File: config.mk
export PLATFORM = sky130hd
export DESIGN_NAME = du_inst_loader
export DESIGN_NICKNAME = d
export VERILOG_FILES = /design/src/rtl/du_inst_loader.sv
export SDC_FILE = /design/constraint.sdc
export NUM_CORES = 1
export LEC_CHECK = 0
export ABC_CLOCK_PERIOD_IN_PS = 4310
export CAP_MARGIN = 0
export CELL_PAD_IN_SITES_DETAIL_PLACEMENT = 0
export CELL_PAD_IN_SITES_GLOBAL_PLACEMENT = 1
export CORE_ASPECT_RATIO = 0.7
export CORE_MARGIN = 10
export CORE_UTILIZATION = 41
export DETAILED_ROUTE_END_ITERATION = 8
export GPL_TIMING_DRIVEN = 0
export MAX_ROUTING_LAYER = met4
export PLACE_DENSITY_LB_ADDON = 0.1
export SLEW_MARGIN = 20
export SYNTH_ARGS = -nofsm -noshare
export SYNTH_HDL_FRONTEND = slang
export SYNTH_SLANG_ARGS = --single-unit
export TNS_END_PERCENT = 20
File: constraint.sdc
create_clock -name i_clk -period 4.31 [get_ports i_clk]
set_input_delay 0.6465 -clock i_clk [delete_from_list [all_inputs] [get_ports i_clk]]
set_output_delay 0.6465 -clock i_clk [all_outputs]
set_load 0.02 [all_outputs]
File: src/rtl/du_inst_loader.sv
// du_inst_loader
//   Instruction-memory writer for the debug unit. It pops program bytes from
//   a first-word-fall-through UART RX FIFO and packs them MSB-first into
//   NB_REG-bit words. Each completed word gets one write strobe to the
//   pipeline instruction memory.
//   A load ends when one of these happens:
//     - the HALT word is written (success),
//     - MAX_WORDS words have been written (overflow error),
//     - the FIFO stays empty for TIMEOUT_CYC cycles in a row (timeout error).
//   TIMEOUT_CYC = 0 disables the timeout.
//
// Optional feature: define DU_LOADER_CHKSUM_EN to enable the trailing
//   checksum byte. After HALT, one more byte is popped and compared with the
//   XOR of every byte received in this load. A mismatch raises error 11 and
//   o_done is not pulsed.
//
// Ports
//   i_clk         clock
//   i_reset       synchronous, active-high reset
//   i_start       1-cycle pulse that begins a load (ignored unless idle)
//   i_rx_empty    RX FIFO empty
//   i_rx_data     RX FIFO head byte
//   o_rx_rd       FIFO pop; the head byte is consumed in the same cycle
//   o_inst_data   word being written
//   o_inst_addr   word-aligned byte address of the write
//   o_inst_we     1-cycle write strobe
//   o_word_count  number of words written in this load (held after the load)
//   o_busy        load in progress
//   o_done        1-cycle pulse when a load finishes successfully
//   o_error       sticky error flag, cleared by i_start or reset
//   o_err_code    00 none, 01 overflow, 10 timeout, 11 checksum
module du_inst_loader #(
  parameter int unsigned       NB_REG      = 32,
  parameter int unsigned       MAX_WORDS   = 256,
  parameter logic [NB_REG-1:0] HALT_WORD   = 32'hFFFF_FFFF,
  parameter int unsigned       TIMEOUT_CYC = 5_000_000
) (
  input  logic                         i_clk,
  input  logic                         i_reset,
  input  logic                         i_start,
  input  logic                         i_rx_empty,
  input  logic [7:0]                   i_rx_data,
  output logic                         o_rx_rd,
  output logic [NB_REG-1:0]            o_inst_data,
  output logic [31:0]                  o_inst_addr,
  output logic                         o_inst_we,
  output logic [$clog2(MAX_WORDS):0]   o_word_count,
  output logic                         o_busy,
  output logic                         o_done,
  output logic                         o_error,
  output logic [1:0]                   o_err_code
);

  localparam int unsigned   CW      = $clog2(MAX_WORDS) + 1;
  localparam int unsigned   TW      = $clog2(TIMEOUT_CYC + 1) + 1;
  localparam logic [CW-1:0] MAX_CNT = CW'(MAX_WORDS);
  // Last idle count before the timeout fires; the error is raised on the
  // TIMEOUT_CYC-th consecutive empty cycle.
  localparam logic [TW-1:0] TO_LAST = TW'((TIMEOUT_CYC > 0) ? (TIMEOUT_CYC - 1) : 0);
  localparam logic [1:0]    ERR_OVF = 2'b01;
  localparam logic [1:0]    ERR_TMO = 2'b10;
`ifdef DU_LOADER_CHKSUM_EN
  localparam logic [1:0]    ERR_CHK = 2'b11;
`endif

  typedef enum logic [2:0] {
    ST_IDLE  = 3'd0,
    ST_GET   = 3'd1,
    ST_WRITE = 3'd2,
`ifdef DU_LOADER_CHKSUM_EN
    ST_CHK   = 3'd3,
`endif
    ST_DONE  = 3'd4
  } state_t;

  state_t            state_r, state_nx;
  logic [1:0]        idx_r;
  logic [NB_REG-1:0] word_r;
  logic [NB_REG-1:0] word_nx_s;
  logic [CW-1:0]     cnt_r;
  logic [CW-1:0]     cnt_inc_s;
  logic [TW-1:0]     timer_r;
  logic [NB_REG-1:0] data_r;
  logic [31:0]       addr_r;
  logic              we_r, busy_r, done_r, err_r;
  logic [1:0]        code_r;
`ifdef DU_LOADER_CHKSUM_EN
  logic [7:0]        xsum_r;
`endif

  logic       pop_s, shift_s, load_word_s, start_s, cnt_inc_en_s;
  logic       set_err_s, timer_inc_s, to_hit_s;
  logic [1:0] err_code_s;

  assign word_nx_s = {word_r[NB_REG-9:0], i_rx_data};
  assign cnt_inc_s = cnt_r + {{(CW-1){1'b0}}, 1'b1};
  assign to_hit_s  = (TIMEOUT_CYC != 0) && (timer_r == TO_LAST);

  // The pop is the only combinational output: the FWFT byte must be
  // consumed in the same cycle it is observed. Reset suppresses it.
  assign o_rx_rd      = pop_s && !i_reset;
  assign o_inst_data  = data_r;
  assign o_inst_addr  = addr_r;
  assign o_inst_we    = we_r;
  assign o_word_count = cnt_r;
  assign o_busy       = busy_r;
  assign o_done       = done_r;
  assign o_error      = err_r;
  assign o_err_code   = code_r;

  // FSM state register
  always_ff @(posedge i_clk) begin
    if (i_reset) begin
      state_r <= ST_IDLE;
    end else begin
      state_r <= state_nx;
    end
  end

  // Next-state decode and per-cycle control strobes
  always_comb begin
    state_nx     = state_r;
    pop_s        = 1'b0;
    shift_s      = 1'b0;
    load_word_s  = 1'b0;
    start_s      = 1'b0;
    cnt_inc_en_s = 1'b0;
    set_err_s    = 1'b0;
    timer_inc_s  = 1'b0;
    err_code_s   = 2'b00;
    case (state_r)
      ST_IDLE: begin
        if (i_start) begin
          start_s  = 1'b1;
          state_nx = ST_GET;
        end else begin
          state_nx = ST_IDLE;
        end
      end
      ST_GET: begin
        if (!i_rx_empty) begin
          pop_s   = 1'b1;
          shift_s = 1'b1;
          if (idx_r == 2'd3) begin
            load_word_s = 1'b1;
            state_nx    = ST_WRITE;
          end else begin
            state_nx = ST_GET;
          end
        end else if (to_hit_s) begin
          // A partially assembled word is simply dropped.
          set_err_s  = 1'b1;
          err_code_s = ERR_TMO;
          state_nx   = ST_IDLE;
        end else begin
          timer_inc_s = 1'b1;
        end
      end
      ST_WRITE: begin
        cnt_inc_en_s = 1'b1;
        // HALT wins over overflow when it is the last word that fits.
        if (word_r == HALT_WORD) begin
`ifdef DU_LOADER_CHKSUM_EN
          state_nx = ST_CHK;
`else
          state_nx = ST_DONE;
`endif
        end else if (cnt_inc_s == MAX_CNT) begin
          set_err_s  = 1'b1;
          err_code_s = ERR_OVF;
          state_nx   = ST_IDLE;
        end else begin
          state_nx = ST_GET;
        end
      end
`ifdef DU_LOADER_CHKSUM_EN
      ST_CHK: begin
        if (!i_rx_empty) begin
          pop_s = 1'b1;
          if (i_rx_data == xsum_r) begin
            state_nx = ST_DONE;
          end else begin
            set_err_s  = 1'b1;
            err_code_s = ERR_CHK;
            state_nx   = ST_IDLE;
          end
        end else if (to_hit_s) begin
          set_err_s  = 1'b1;
          err_code_s = ERR_TMO;
          state_nx   = ST_IDLE;
        end else begin
          timer_inc_s = 1'b1;
        end
      end
`endif
      ST_DONE: begin
        state_nx = ST_IDLE;
      end
      default: begin
        state_nx = ST_IDLE;
      end
    endcase
  end

  // Datapath: byte packing, write port, counters and status flags
  always_ff @(posedge i_clk) begin
    if (i_reset) begin
      idx_r   <= 2'd0;
      word_r  <= {NB_REG{1'b0}};
      cnt_r   <= {CW{1'b0}};
      timer_r <= {TW{1'b0}};
      data_r  <= {NB_REG{1'b0}};
      addr_r  <= 32'd0;
      we_r    <= 1'b0;
      busy_r  <= 1'b0;
      done_r  <= 1'b0;
      err_r   <= 1'b0;
      code_r  <= 2'b00;
`ifdef DU_LOADER_CHKSUM_EN
      xsum_r  <= 8'd0;
`endif
    end else begin
      // Strobes are registered one cycle ahead so they line up with state_r.
      we_r   <= load_word_s;
      done_r <= (state_nx == ST_DONE);
      busy_r <= (state_nx != ST_IDLE);
      if (load_word_s) begin
        data_r <= word_nx_s;
        addr_r <= 32'(cnt_r) << 2'd2;
      end
      if (start_s) begin
        idx_r   <= 2'd0;
        word_r  <= {NB_REG{1'b0}};
        cnt_r   <= {CW{1'b0}};
        timer_r <= {TW{1'b0}};
        err_r   <= 1'b0;
        code_r  <= 2'b00;
`ifdef DU_LOADER_CHKSUM_EN
        xsum_r  <= 8'd0;
`endif
      end else begin
        if (cnt_inc_en_s) begin
          cnt_r <= cnt_inc_s;
        end
        if (set_err_s) begin
          err_r  <= 1'b1;
          code_r <= err_code_s;
        end
        if (pop_s) begin
          timer_r <= {TW{1'b0}};
        end else if (timer_inc_s) begin
          timer_r <= timer_r + {{(TW-1){1'b0}}, 1'b1};
        end
        // The byte index wraps 3 -> 0 on its own, ready for the next word.
        if (shift_s) begin
          idx_r  <= idx_r + 2'd1;
          word_r <= word_nx_s;
        end
`ifdef DU_LOADER_CHKSUM_EN
        if (pop_s && (state_r == ST_GET)) begin
          xsum_r <= xsum_r ^ i_rx_data;
        end
`endif
      end
    end
  end

endmodule

# Yosys cells after proc, flatten, opt, wreduce, memory -nomap -nowiden
# Index checks and enable logic that the tools add are counted.
# W data, S select, Z words.
dict set report classes {
  eq_ne 7
  n_addsub 3
  muxes 28
  n_reduce_logical 6
}
# operator n
set ops {}
lappend ops {{$eq A32 B32 Y1 const B} 1}
lappend ops {{$add A24 B1 Y24 const B} 1}
lappend ops {{$eq A24 B23 Y1 const B} 1}
lappend ops {{$mux W1} 19}
lappend ops {{$add A9 B1 Y9 const B} 1}
lappend ops {{$eq A9 B9 Y1 const B} 1}
lappend ops {{$mux W3} 3}
lappend ops {{$pmux W3 S3} 1}
lappend ops {{$mux W2} 3}
lappend ops {{$pmux W2 S2} 1}
lappend ops {{$eq A3 B1 Y1 const B} 1}
lappend ops {{$eq A3 B2 Y1 const B} 1}
lappend ops {{$eq A3 B3 Y1 const B} 1}
lappend ops {{$logic_not A3 Y1} 1}
lappend ops {{$reduce_bool A3 Y1} 1}
lappend ops {{$reduce_or A3 Y1} 1}
lappend ops {{$add A2 B1 Y2 const B} 1}
lappend ops {{$eq A2 B2 Y1 const B} 1}
lappend ops {{$pmux W1 S2} 1}
lappend ops {{$reduce_or A2 Y1} 1}
lappend ops {{$logic_and A1 B1 Y1} 1}
lappend ops {{$logic_not A1 Y1} 1}
dict set report word_totals {
  word_cells 56
  output_inout_bits 80
  ff_bits 117
}

# Depth between registers and ports, before layout
dict set report depth {
  depth_word 6
  ltp_mapped 7
}

# Least setup slack after synthesis
# No wires, ideal clock.
dict set report synth_timing {
  kind {input -> output}
  start {in i_rx_empty}
  end {out o_rx_rd}
  setup_slack_ns 1.862
  stages 4
  arrival_time_ns 1.801
  path_cell_list {or4b_1 > clkbuf_1 > buf_1 > nor2_1}
}
dict set report synth_between {
  elab_chain_cells 3
}
# element line
set synth_lines {}
lappend synth_lines {{start, declared} 41} ;# input logic i_rx_empty,
lappend synth_lines {{$mux W1} 141} ;# if (!i_rx_empty) begin
lappend synth_lines {{$mux W1} 131} ;# case (state_r)
lappend synth_lines {{$logic_and A1 B1 Y1} 101} ;# assign o_rx_rd = pop_s && !i_reset;
lappend synth_lines {{end, declared} 43} ;# output logic o_rx_rd,
# No other way between the ends.

# Worst setup path after layout
# Ends and elaborated chain as after synthesis.

==> results.py <==
metrics = {
    "outcome": {
        "status": "completed",
    },
    "min_path": {
        "hold_start": "o_inst_data[16]",
        "hold_path_end": "o_inst_data[16]",
        "hold_path_depth": 2,
        "hp-class": "register to register",
    },
    "sta": {
        "clock_skew_ns": 0.00764,
        "hold_viol": 0,
        "worst_pin_slew_ns": 0.690,
        "period_minus_slack_ns": 3.62,
        "finalSetupViolCount": 0,
        "rsz0062_at_grt": "no",
        "fin_tns_setup_ns": 0,
        "period_share_pct": 84.1,
        "timing.fmax_ghz": 0.276,
        "maxSlewHeadroom_pct": 53.6,
        "slew_viol_final": 0,
        "finalWorstSetupSlack_ns": 0.687,
    },
    "worst_setup_path": {
        "start_kind": "input port",
        "worstReg2RegEnd": "timer_r[0]",
        "path_class": "input port to primary output",
        "setup.worst_path.end_class": "primary output",
        "r2r_slack_ns": 2.30,
        "cp.arrival_ns": 2.98,
        "r2r_start": "state_r[1]",
        "worstPathMaxFanout": 10,
        "critPathRequiredTime_ns": 3.66,
        "reg2regPathDepth": 5,
    },
    "detailed_routing": {
        "drt_first_pass_iters": 4,
        "drtIter0Drc": 228,
        "wirelength_um": 13200,
        "vias": 4415,
        "wl_met1_um": 6560,
        "via_per_inst": 5.04,
        "wire_per_inst_um": 15.0,
        "drc": 0,
        "ant_nets": 0,
        "met2_length_um": 5340,
        "highest_layer": "met4",
        "wl_met3_um": 1120,
    },
    "logic_synthesis": {
        "syn_inst": 598,
        "ys_types": 55,
        "ys_top_cells_by_area": "dfxtp_1, nand2_1, a21oi_1",
        "post-synth-top-count-cell": "nand2_1",
        "synthTopCellsByCount": "nand2_1, dfxtp_1, a21oi_1, nor2_1, buf_4",
        "ys_ff_latch": 117,
        "synth_edf_count": 0,
        "netlist.area_leader.share_pct": 47.6,
        "synth-warning-count": 0,
        "synthFlopType": "dfxtp_1",
        "yosysTopAreaCell": "dfxtp_1",
        "yosysSeqAreaShare_pct": 47.6,
        "synth.cell_area_um2": 4920,
        "synthArstFlopShare_pct": 0,
        "syn_area_per_cell_um2": 8.22,
    },
    "layout": {
        "instances_no_fill": 876,
        "diodes": 0,
        "drive_above_1_share_pct": 13.1,
        "syn_to_final_growth_pct": 31.2,
        "post-route-util_pct": 55.0,
        "final_cell_area_um2": 6450,
        "fillCellCount": 1090,
        "fin_nets": 721,
    },
    "die": {
        "die-area_um2": 16800,
        "start_util_pct": 41.9,
        "die_x_um": 151,
        "die_h_um": 112,
        "num_rows": 33,
        "pin_count": 92,
        "core_um2": 11700,
    },
    "clock_tree": {
        "cts.path.max_buffers": 2,
        "htreeDepth": 4,
        "numCtsBuffers": 17,
        "clock-sinks": 117,
        "clock-root-buffer": "clkbuf_16",
        "ctsResizeCount": 0,
        "cts_tree": "built",
        "post_cts_buffers": 0,
        "clk_latency_ns": 0.41,
        "hold_buffers": 0,
        "path_clk_slew_ns": 0.05,
    },
    "pwr": {
        "seqPwrFrac_pct": 42.3,
        "sw_frac_of_total_pct": 22.5,
        "combPwrFrac_pct": 4.5,
        "p_leak_nw": 2.16,
        "power.net_switching_w": 0.000580,
        "p_int_w": 0.00200,
        "irDropWorstVdd_mv": 0.367,
        "p_per_area_nw_per_um2": 400,
        "power_frac_clock_pct": 53.3,
    },
    "grt": {
        "overflow": 0,
        "grt_max_degree": 17,
        "antenna_found_initial": 0,
        "first_global_vias": 4208,
        "grt_pass1_wl_um": 21100,
        "globalRouteTotalUtil_pct": 15.9,
    },
    "placed_design": {
        "hpwl_um": 9810,
        "post-place-ws_ns": 0.694,
        "place_area_um2": 5870,
        "io_buffer_count": 67,
        "placed_cells_incl_taps": 844,
        "gp_congestion": 0.841,
    },
    "flow_run": {
        "cap_viol_max_count": 0,
    },
}
## layer usage
| layer | track usage (%) | vias up |
|---|---|---|
| met1 | 21.8 | 2070 |
| met3 | 5.34 | 14 |
| met4 | 4.86 | 0 |
| met2 | 21.3 | 125 |
| met5 | - | - |
| li1 | - | 2206 |
## power by group through the flow
stage | logic [W] | clock network [W] | registers, W
after floorplan | 0.0000807 | 0 | 0.00111
after global routing | 0.000126 | 0.00145 | 0.00109
final | 0.000115 | 0.00138 | 0.00109
after global placement | 0.000113 | 0 | 0.00111
after detailed placement | 0.000114 | 0 | 0.00112
after CTS | 0.000114 | 0.00139 | 0.00109
## metrics by stage
stage / hold slack [ns] / power [W]
3_3_place_gp: 0.444 / 0.00123
2_1_floorplan: 0.436 / 0.00120
6_report: 0.454 / 0.00258
3_5_place_dp: 0.449 / 0.00123
5_1_grt: 0.474 / 0.00267
4_1_cts: 0.456 / 0.00260
## kinds of logic (layout without fill, tap and decap cells)
family                     after synthesis  in the layout  synth area share, %
other                                    1             23               0.0763
buffers and inverters                   65            164                 7.46
xor gates and xnor gates                20             20                 3.56
AOI/OAI and AO/OA                      125            125                 15.4
DFF                                    117            117                 47.6
and+or+nand+nor                        267            267                 25.1
adders and majority gates                3              3                0.764
## flip-flops by register name, indices dropped and copies added (netlist names)
register and flops:
o_inst_data 32, word_r 32, timer_r 24, o_inst_addr 9
o_word_count 9, state_r 3, idx_r 2, o_err_code 2
o_busy 1, o_done 1, o_error 1, o_inst_we 1
## worst max path at each step
stage	startpoint	endpoint	slack, ns	cells after the start
6_report	i_rx_empty	o_rx_rd	0.69	6
5_1_grt	i_rx_empty	o_rx_rd	0.58	6
4_1_cts	i_rx_empty	o_rx_rd	0.67	6
3_5_place_dp	i_rx_empty	o_rx_rd	0.69	6
3_3_place_gp	i_rx_empty	o_rx_rd	0.72	6
2_1_floorplan	i_rx_empty	o_rx_rd	1.86	4
## worst max-delay path, cell delays in order
cell             delay, ns
clkdlybuf4s50_1       0.47
or4b_1                0.48
clkbuf_1              0.27
buf_1                 0.30
nor2_1                0.17
clkdlybuf4s50_1       0.62
## cell usage in the layout (no fill, tap or decap), types with 11 or more instances in the layout
cell type / synthesis / routed
buf_2: 11 / 11
nor2_1: 26 / 26
xor2_1: 12 / 12
nand4_1: 17 / 17
buf_4: 25 / 25
clkbuf_1: 17 / 17
clkdlybuf4s50_1: 0 / 67
conb_1: 1 / 23
nand2_1: 169 / 169
dfxtp_1: 117 / 117
clkbuf_16: 0 / 17
a21oi_1: 83 / 83
## area by class of cell
cell class	instances	area (um2)	share of cell area [%]
Buffer	58	340	5.28
Clock inverter	13	133	2.06
Sequential cell	117	2340	36.3
Timing Repair Buffer	67	671	10.4
Inverter	7	26.3	0.407
Multi-Input combinational cell	438	2290	35.5
Clock buffer	19	453	7.02
Tap cell	157	196	3.04
(Power assumes the default switching activity.)
